--- src/rtl/pc_pkg.sv ---
// pc_pkg: shared state encoding and default vectors for the PC sequencer
package pc_pkg;
    typedef enum logic {SEQ, SLOT} pc_state_t;
    localparam logic [31:0] PC_RESET_VECTOR = 32'h0000_0000;
    localparam logic [31:0] PC_EXC_VECTOR   = 32'h8000_0180;
    localparam int          PC_ALIGN_BITS   = 2;
endpackage

--- src/rtl/pc_incr.sv ---
// pc_incr: sequential next-PC adder, wraps modulo 2^WIDTH
module pc_incr #(
    parameter int WIDTH = 32,
    parameter int INC   = 4
) (
    input  logic [WIDTH-1:0] pc,
    output logic [WIDTH-1:0] sum
);
    assign sum = pc + WIDTH'(INC);
endmodule

--- src/rtl/pc_sequencer.sv ---
// pc_sequencer: fetch PC register with branch/jump/exception redirects and optional delay slot
module pc_sequencer
    import pc_pkg::*;
#(
    parameter int               WIDTH        = 32,
    parameter int               INC          = 4,
    parameter logic [WIDTH-1:0] RESET_VECTOR = WIDTH'(PC_RESET_VECTOR),
    parameter logic [WIDTH-1:0] EXC_VECTOR   = WIDTH'(PC_EXC_VECTOR),
    parameter int               DELAY_SLOT   = 1,
    parameter int               ALIGN_BITS   = PC_ALIGN_BITS
) (
    input  logic             clk,
    input  logic             rst_n,
    input  logic             stall,
    input  logic             br_taken,
    input  logic [WIDTH-1:0] br_target,
    input  logic             jump,
    input  logic [WIDTH-1:0] jump_target,
    input  logic             exc,
    output logic [WIDTH-1:0] pc,
    output logic [WIDTH-1:0] pc_next_seq,
    output logic             in_slot,
    output logic             addr_err,
    output logic             slot_err
);
    localparam logic [WIDTH-1:0] ALIGN_MASK = WIDTH'((64'd1 << ALIGN_BITS) - 64'd1);
    pc_state_t        state;
    logic [WIDTH-1:0] pending;
    logic [WIDTH-1:0] raw_target;
    logic             req;
    pc_incr #(.WIDTH(WIDTH), .INC(INC)) u_incr (.pc(pc), .sum(pc_next_seq));
    assign req        = jump | br_taken;
    assign raw_target = jump ? jump_target : br_target;
    always_ff @(posedge clk) begin
        if (!rst_n) begin
            pc       <= RESET_VECTOR;
            pending  <= '0;
            state    <= SEQ;
            in_slot  <= 1'b0;
            addr_err <= 1'b0;
            slot_err <= 1'b0;
        end else begin
            addr_err <= 1'b0;
            slot_err <= 1'b0;
            if (exc) begin
                pc      <= EXC_VECTOR;
                state   <= SEQ;
                in_slot <= 1'b0;
            end else if (!stall) begin
                // a request seen during the slot fetch is dropped, not queued
                if (DELAY_SLOT != 0 && state == SLOT) begin
                    pc       <= pending;
                    state    <= SEQ;
                    in_slot  <= 1'b0;
                    slot_err <= req;
                end else if (req) begin
                    addr_err <= |(raw_target & ALIGN_MASK);
                    if (DELAY_SLOT != 0) begin
                        pending <= raw_target & ~ALIGN_MASK;
                        pc      <= pc_next_seq;
                        in_slot <= 1'b1;
                        state   <= SLOT;
                    end else begin
                        pc <= raw_target & ~ALIGN_MASK;
                    end
                end else begin
                    pc <= pc_next_seq;
                end
            end
        end
    end
endmodule
--- config.mk ---
export PLATFORM = sky130hd
export DESIGN_NAME = pc_sequencer
export DESIGN_NICKNAME = d
export VERILOG_FILES = /design/src/rtl/pc_pkg.sv /design/src/rtl/pc_incr.sv /design/src/rtl/pc_sequencer.sv
export SDC_FILE = /design/constraint.sdc
export NUM_CORES = 1
export LEC_CHECK = 0
export BUFFER_PORTS_ARGS = -buffer_cell sky130_fd_sc_hd__buf_4
export CAP_MARGIN = 30
export CORE_MARGIN = 2
export CORE_UTILIZATION = 50
export DETAILED_ROUTE_END_ITERATION = 10
export GPL_TIMING_DRIVEN = 1
export MAX_ROUTING_LAYER = met4
export PLACE_DENSITY = 0.79
export SLEW_MARGIN = 20
export SYNTH_ARGS = -nofsm -noshare
export SYNTH_HDL_FRONTEND = slang
export SYNTH_SLANG_ARGS = --single-unit
--- constraint.sdc ---
create_clock -name clk -period 2.4 [get_ports clk]
set_input_delay 0.36 -clock clk [delete_from_list [all_inputs] [get_ports clk]]
set_output_delay 0.36 -clock clk [all_outputs]
set_load 0.1 [all_outputs]
==> reports/qor.tcl <==
set qor(grt-ovfl-total) 0
set qor(vias_per_cell) 5.94
set qor(placement.io_buffers) 136
set qor(worstSetupStartpointType) {flop}
set qor(switching_share) 0.322
set qor(finalClockSkew_ns) 0.00521
set qor(yosys.cell_count.top_type) {sky130_fd_sc_hd__dfxtp_1}
set qor(max_clock_freq_ghz) 0.387
set qor(synth_top_family_by_area) {simple AND/OR/NAND/NOR gates}
set qor(sequential_cell_area_in_the_final_layout_mm2) 0.00141
set qor(timing.final.setup_violations) 9
set qor(netSwitchingPower_w) 0.000803
set qor(die_x_um) 91.1
set qor(clock_latency_reported_for_the_late_side_of_the_worst_skew_pair_ns) 0.35
set qor(grt_pass1_vias) 3863
set qor(yosys_warnings) 0
set qor(finalWeightedCongestion) 0.891
set qor(synth_xor_xnor_area_share) 0.0647
set qor(path_buf_inv) 4
set qor(cts-buffers-inserted) 9
set qor(nFillCells) 430
set qor(synth.area.mux_share) 0.0898
set qor(cp.required_ns) 2.04
set qor(finalNonFillerCells) 716
set qor(async_flop_share) 0
set qor(tritoncts) {built}
set qor(firstDrtPassIters) 6
set qor(cts_hold_buffers) 0
set qor(detail_route.iter0.violations) 392
set qor(pwr_density_cell_mw_per_mm2) 402
set qor(power.share.combinational) 0.192
set qor(setup_total_negative_slack_ns) -0.847
set qor(violations) {negative setup slack}
set qor(clockRootBuffer) {sky130_fd_sc_hd__clkbuf_8}
set qor(final_min_period_over_clock_period) 1.08
set qor(grt_first_pass_wirelength_um) 19700
set qor(design.portCount) 137
set qor(synth_area_mm2) 0.00379
set qor(synth.area.top_cells) {sky130_fd_sc_hd__dfxtp_1 (35%), sky130_fd_sc_hd__mux2i_1 (9.0%), sky130_fd_sc_hd__o211a_1 (7.9%), sky130_fd_sc_hd__nand2_1 (5.3%), sky130_fd_sc_hd__xnor2_1 (4.6%)}
set qor(synth_cell_types) 46
set qor(timing.max_slew.rel_slack) 0.603
set qor(routedWlPerCell_um) 18.3
set qor(fin_crit_ns) 2.58
set qor(postSynth.topFlopCell) {sky130_fd_sc_hd__dfxtp_1}
set qor(route.antenna.remaining_nets) 0
set qor(crit_top_cell) {sky130_fd_sc_hd__buf_6}
set qor(cts-root-to-sink-buffers) 2
set qor(number_of_instances_in_the_placed_design) 682
set qor(area_growth_syn_to_layout_pct) 63.7
set qor(seq_power_share) 0.464
set qor(final.setup.worst_slack_ns) -0.184
set qor(worst_slew_pin_tran_ns) 0.595
set qor(p_leak_nw) 2.97
set qor(cts_num_sinks) 66
set qor(worst_setup_path_end_kind) {output pin}
set qor(report.final.slew_viol_count) 0
set qor(post_synth_and_or_nand_nor_area_fraction) 0.233
set qor(critical_setup_path_class) {reg -> out}
set qor(syn-instance-count) 452
set qor(vdd.ir_drop.worst_mv) 0.331
set qor(mappedNetlistNets) 523
set qor(final_hold_viol_count) 0
set qor(cts.htree.levels) 3
set qor(synthTopCellsByCount) {sky130_fd_sc_hd__dfxtp_1 (66), sky130_fd_sc_hd__nand2_1 (54), sky130_fd_sc_hd__nor2_1 (37)}
set qor(hpwl_um) 8530
set qor(route.detailed.drc) 0
set qor(timing.critical_path.fanout_max) 4
set qor(internal_pwr_total_w) 0.00169
set qor(grtUsageTotal) 0.304
set qor(synth-compound-area-share) 0.213
set qor(antenna-diode-count) 0
set qor(crit_slowest_cell) {sky130_fd_sc_hd__nor4_4}
set qor(synth_enable_flop_cells) 0
set qor(rsz0062_at_grt) {true}
set qor(num_rows) 31
set qor(drive_gt1_frac) 0.465
set qor(die-height_um) 91.1
set qor(pin_count_of_the_biggest_net_entering_global_routing) 61
set qor(status) {finished with violations}
set qor(power_frac_clock) 0.344
set qor(sequential_to_total_area_share_from_yosys_stat) 0.349
set qor(yosys_register_bits) 66
set qor(hold_path_class) {in -> reg}
set qor(core_region_area_mm2) 0.00729
set qor(adder_cell_share_of_the_synthesized_area) 0.00330
set qor(totalWireLength_um) 13100
set qor(post-synth-top-area-cell) {sky130_fd_sc_hd__dfxtp_1}
set qor(post_synth.cell_area_avg_um2) 8.39
set qor(start_util) 0.520
set qor(area_of_combinational_cells_with_multiple_inputs_mm2) 0.00283
set qor(antenna_found_initial) 0
set qor(design.die.area_mm2) 0.00829
set qor(placement.setup.worst_slack_ns) 0.103
set qor(cp_top_family) {buffers and inverters}
set qor(fraction_of_synthesized_cell_area_taken_by_the_top_area_cell_type) 0.349
set qor(cp_slowest_stage_delay_ns) 0.45
set qor(path_clk_slew_ns) 0.08
set qor(whs_ns) 0.308
set qor(final_nets) 683
set qor(max_cap_violations) 0
set qor(crit_chain) {nand2_4 > buf_6 > nor4_4 > buf_4 > nand4b_1 > buf_6 > xnor2_4 > buf_12}
set qor(vias) 4252
set qor(cp.arrival_ns) 2.22
==> routing by layer <==
layer	global-route usage	vias up	wire, um
met3	0.0556	45	1020
met5	-	-	0
met2	0.488	250	6420
met1	0.395	1997	5340
met4	0.0871	0	356
li1	-	1960	-
==> placed cells by master (no fill, tap or decap), types with 4 or more instances in the layout <==
master	n
sky130_fd_sc_hd__nand2_1	51
sky130_fd_sc_hd__clkbuf_8	9
sky130_fd_sc_hd__o211a_1	30
sky130_fd_sc_hd__buf_6	13
sky130_fd_sc_hd__nand2b_1	4
sky130_fd_sc_hd__and3_1	5
sky130_fd_sc_hd__nor4_4	4
sky130_fd_sc_hd__inv_1	4
sky130_fd_sc_hd__a21oi_1	28
sky130_fd_sc_hd__nand4_1	6
sky130_fd_sc_hd__dfxtp_4	23
sky130_fd_sc_hd__nand3_1	14
sky130_fd_sc_hd__buf_4	160
sky130_fd_sc_hd__nor3_1	8
sky130_fd_sc_hd__buf_12	14
sky130_fd_sc_hd__dfxtp_2	5
sky130_fd_sc_hd__mux2i_1	34
sky130_fd_sc_hd__or3_1	5
sky130_fd_sc_hd__a22oi_1	13
sky130_fd_sc_hd__o21ai_0	11
sky130_fd_sc_hd__xor2_4	5
sky130_fd_sc_hd__xnor2_4	16
sky130_fd_sc_hd__nor2b_1	4
sky130_fd_sc_hd__or2_2	4
sky130_fd_sc_hd__dfxtp_1	38
sky130_fd_sc_hd__a31oi_1	12
sky130_fd_sc_hd__nor2_1	34
==> worst register-to-register path: stages (launching register included) <==
cell                      delay (ns)
sky130_fd_sc_hd__dfxtp_4        0.40
sky130_fd_sc_hd__nand2_4        0.07
sky130_fd_sc_hd__buf_6          0.13
sky130_fd_sc_hd__nor4_4         0.45
sky130_fd_sc_hd__buf_4          0.20
sky130_fd_sc_hd__nand4_1        0.10
sky130_fd_sc_hd__buf_6          0.16
sky130_fd_sc_hd__buf_4          0.13
sky130_fd_sc_hd__or3_1          0.37
sky130_fd_sc_hd__a31oi_1        0.20
==> path summary, 6_finish.rpt <==
path | startpoint | to | slack, ns | cells past startpoint
worst max-delay path | pc[3] | pc_next_seq[29] | -0.18 | 8
worst min register to register | pc[0] | pc[0] | 0.50 | 1
worst max register to register | pc[3] | pc[25] | 0.12 | 9
worst min-delay path | exc | pc[31] | 0.31 | 2
==> sequential cells by signal (all words and copies together), names as in the netlist <==
name      flops
addr_err      1
in_slot       1
pc           32
pending      30
slot_err      1
state         1
==> repair_timing <==
item                       4_1_cts  5_1_grt
setup endpoints to repair       17       19
setup buffers                   15        3
pin swaps                       10       10
gates resized for setup         41       26
==> power groups by stage <==
stage               sequential [W]  combinational (W)  clock (W)
CTS                        0.00115           0.000475   0.000856
floorplan                  0.00123           0.000243          0
global placement           0.00118           0.000458          0
global route               0.00116           0.000508   0.000929
detailed placement         0.00118           0.000464          0
finish                     0.00116           0.000478   0.000858
==> through the flow <==
step	instance area [um^2]	total power, W	util
6_report	6210	0.00250	0.851
5_1_grt	6210	0.00260	0.851
4_1_cts	6080	0.00249	0.834
3_5_place_dp	5620	0.00165	0.771
3_3_place_gp	5620	0.00164	0.771
2_1_floorplan	4390	0.00147	-
==> cell families (layout without fill, tap and decap cells) <==
kind of cell | count (synthesis) | after routing
AO/OA/AOI/OAI | 112 | 112
adder cells (fa/ha/maj) | 1 | 1
XOR/XNOR | 28 | 28
buffers and inverters | 45 | 210
AND/OR/NAND/NOR | 166 | 166
multiplexers | 34 | 34
flip-flops | 66 | 66
==> final cells by class <==
class / count / share of cell area
Sequential cell: 66 / 0.228
Inverter: 6 / 0.00363
Multi-Input combinational cell: 341 / 0.456
Clock buffer: 9 / 0.0200
Tap cell: 99 / 0.0200
Clock inverter: 7 / 0.00826
Timing Repair Buffer: 188 / 0.265
Power figures use the tool's default switching activity.
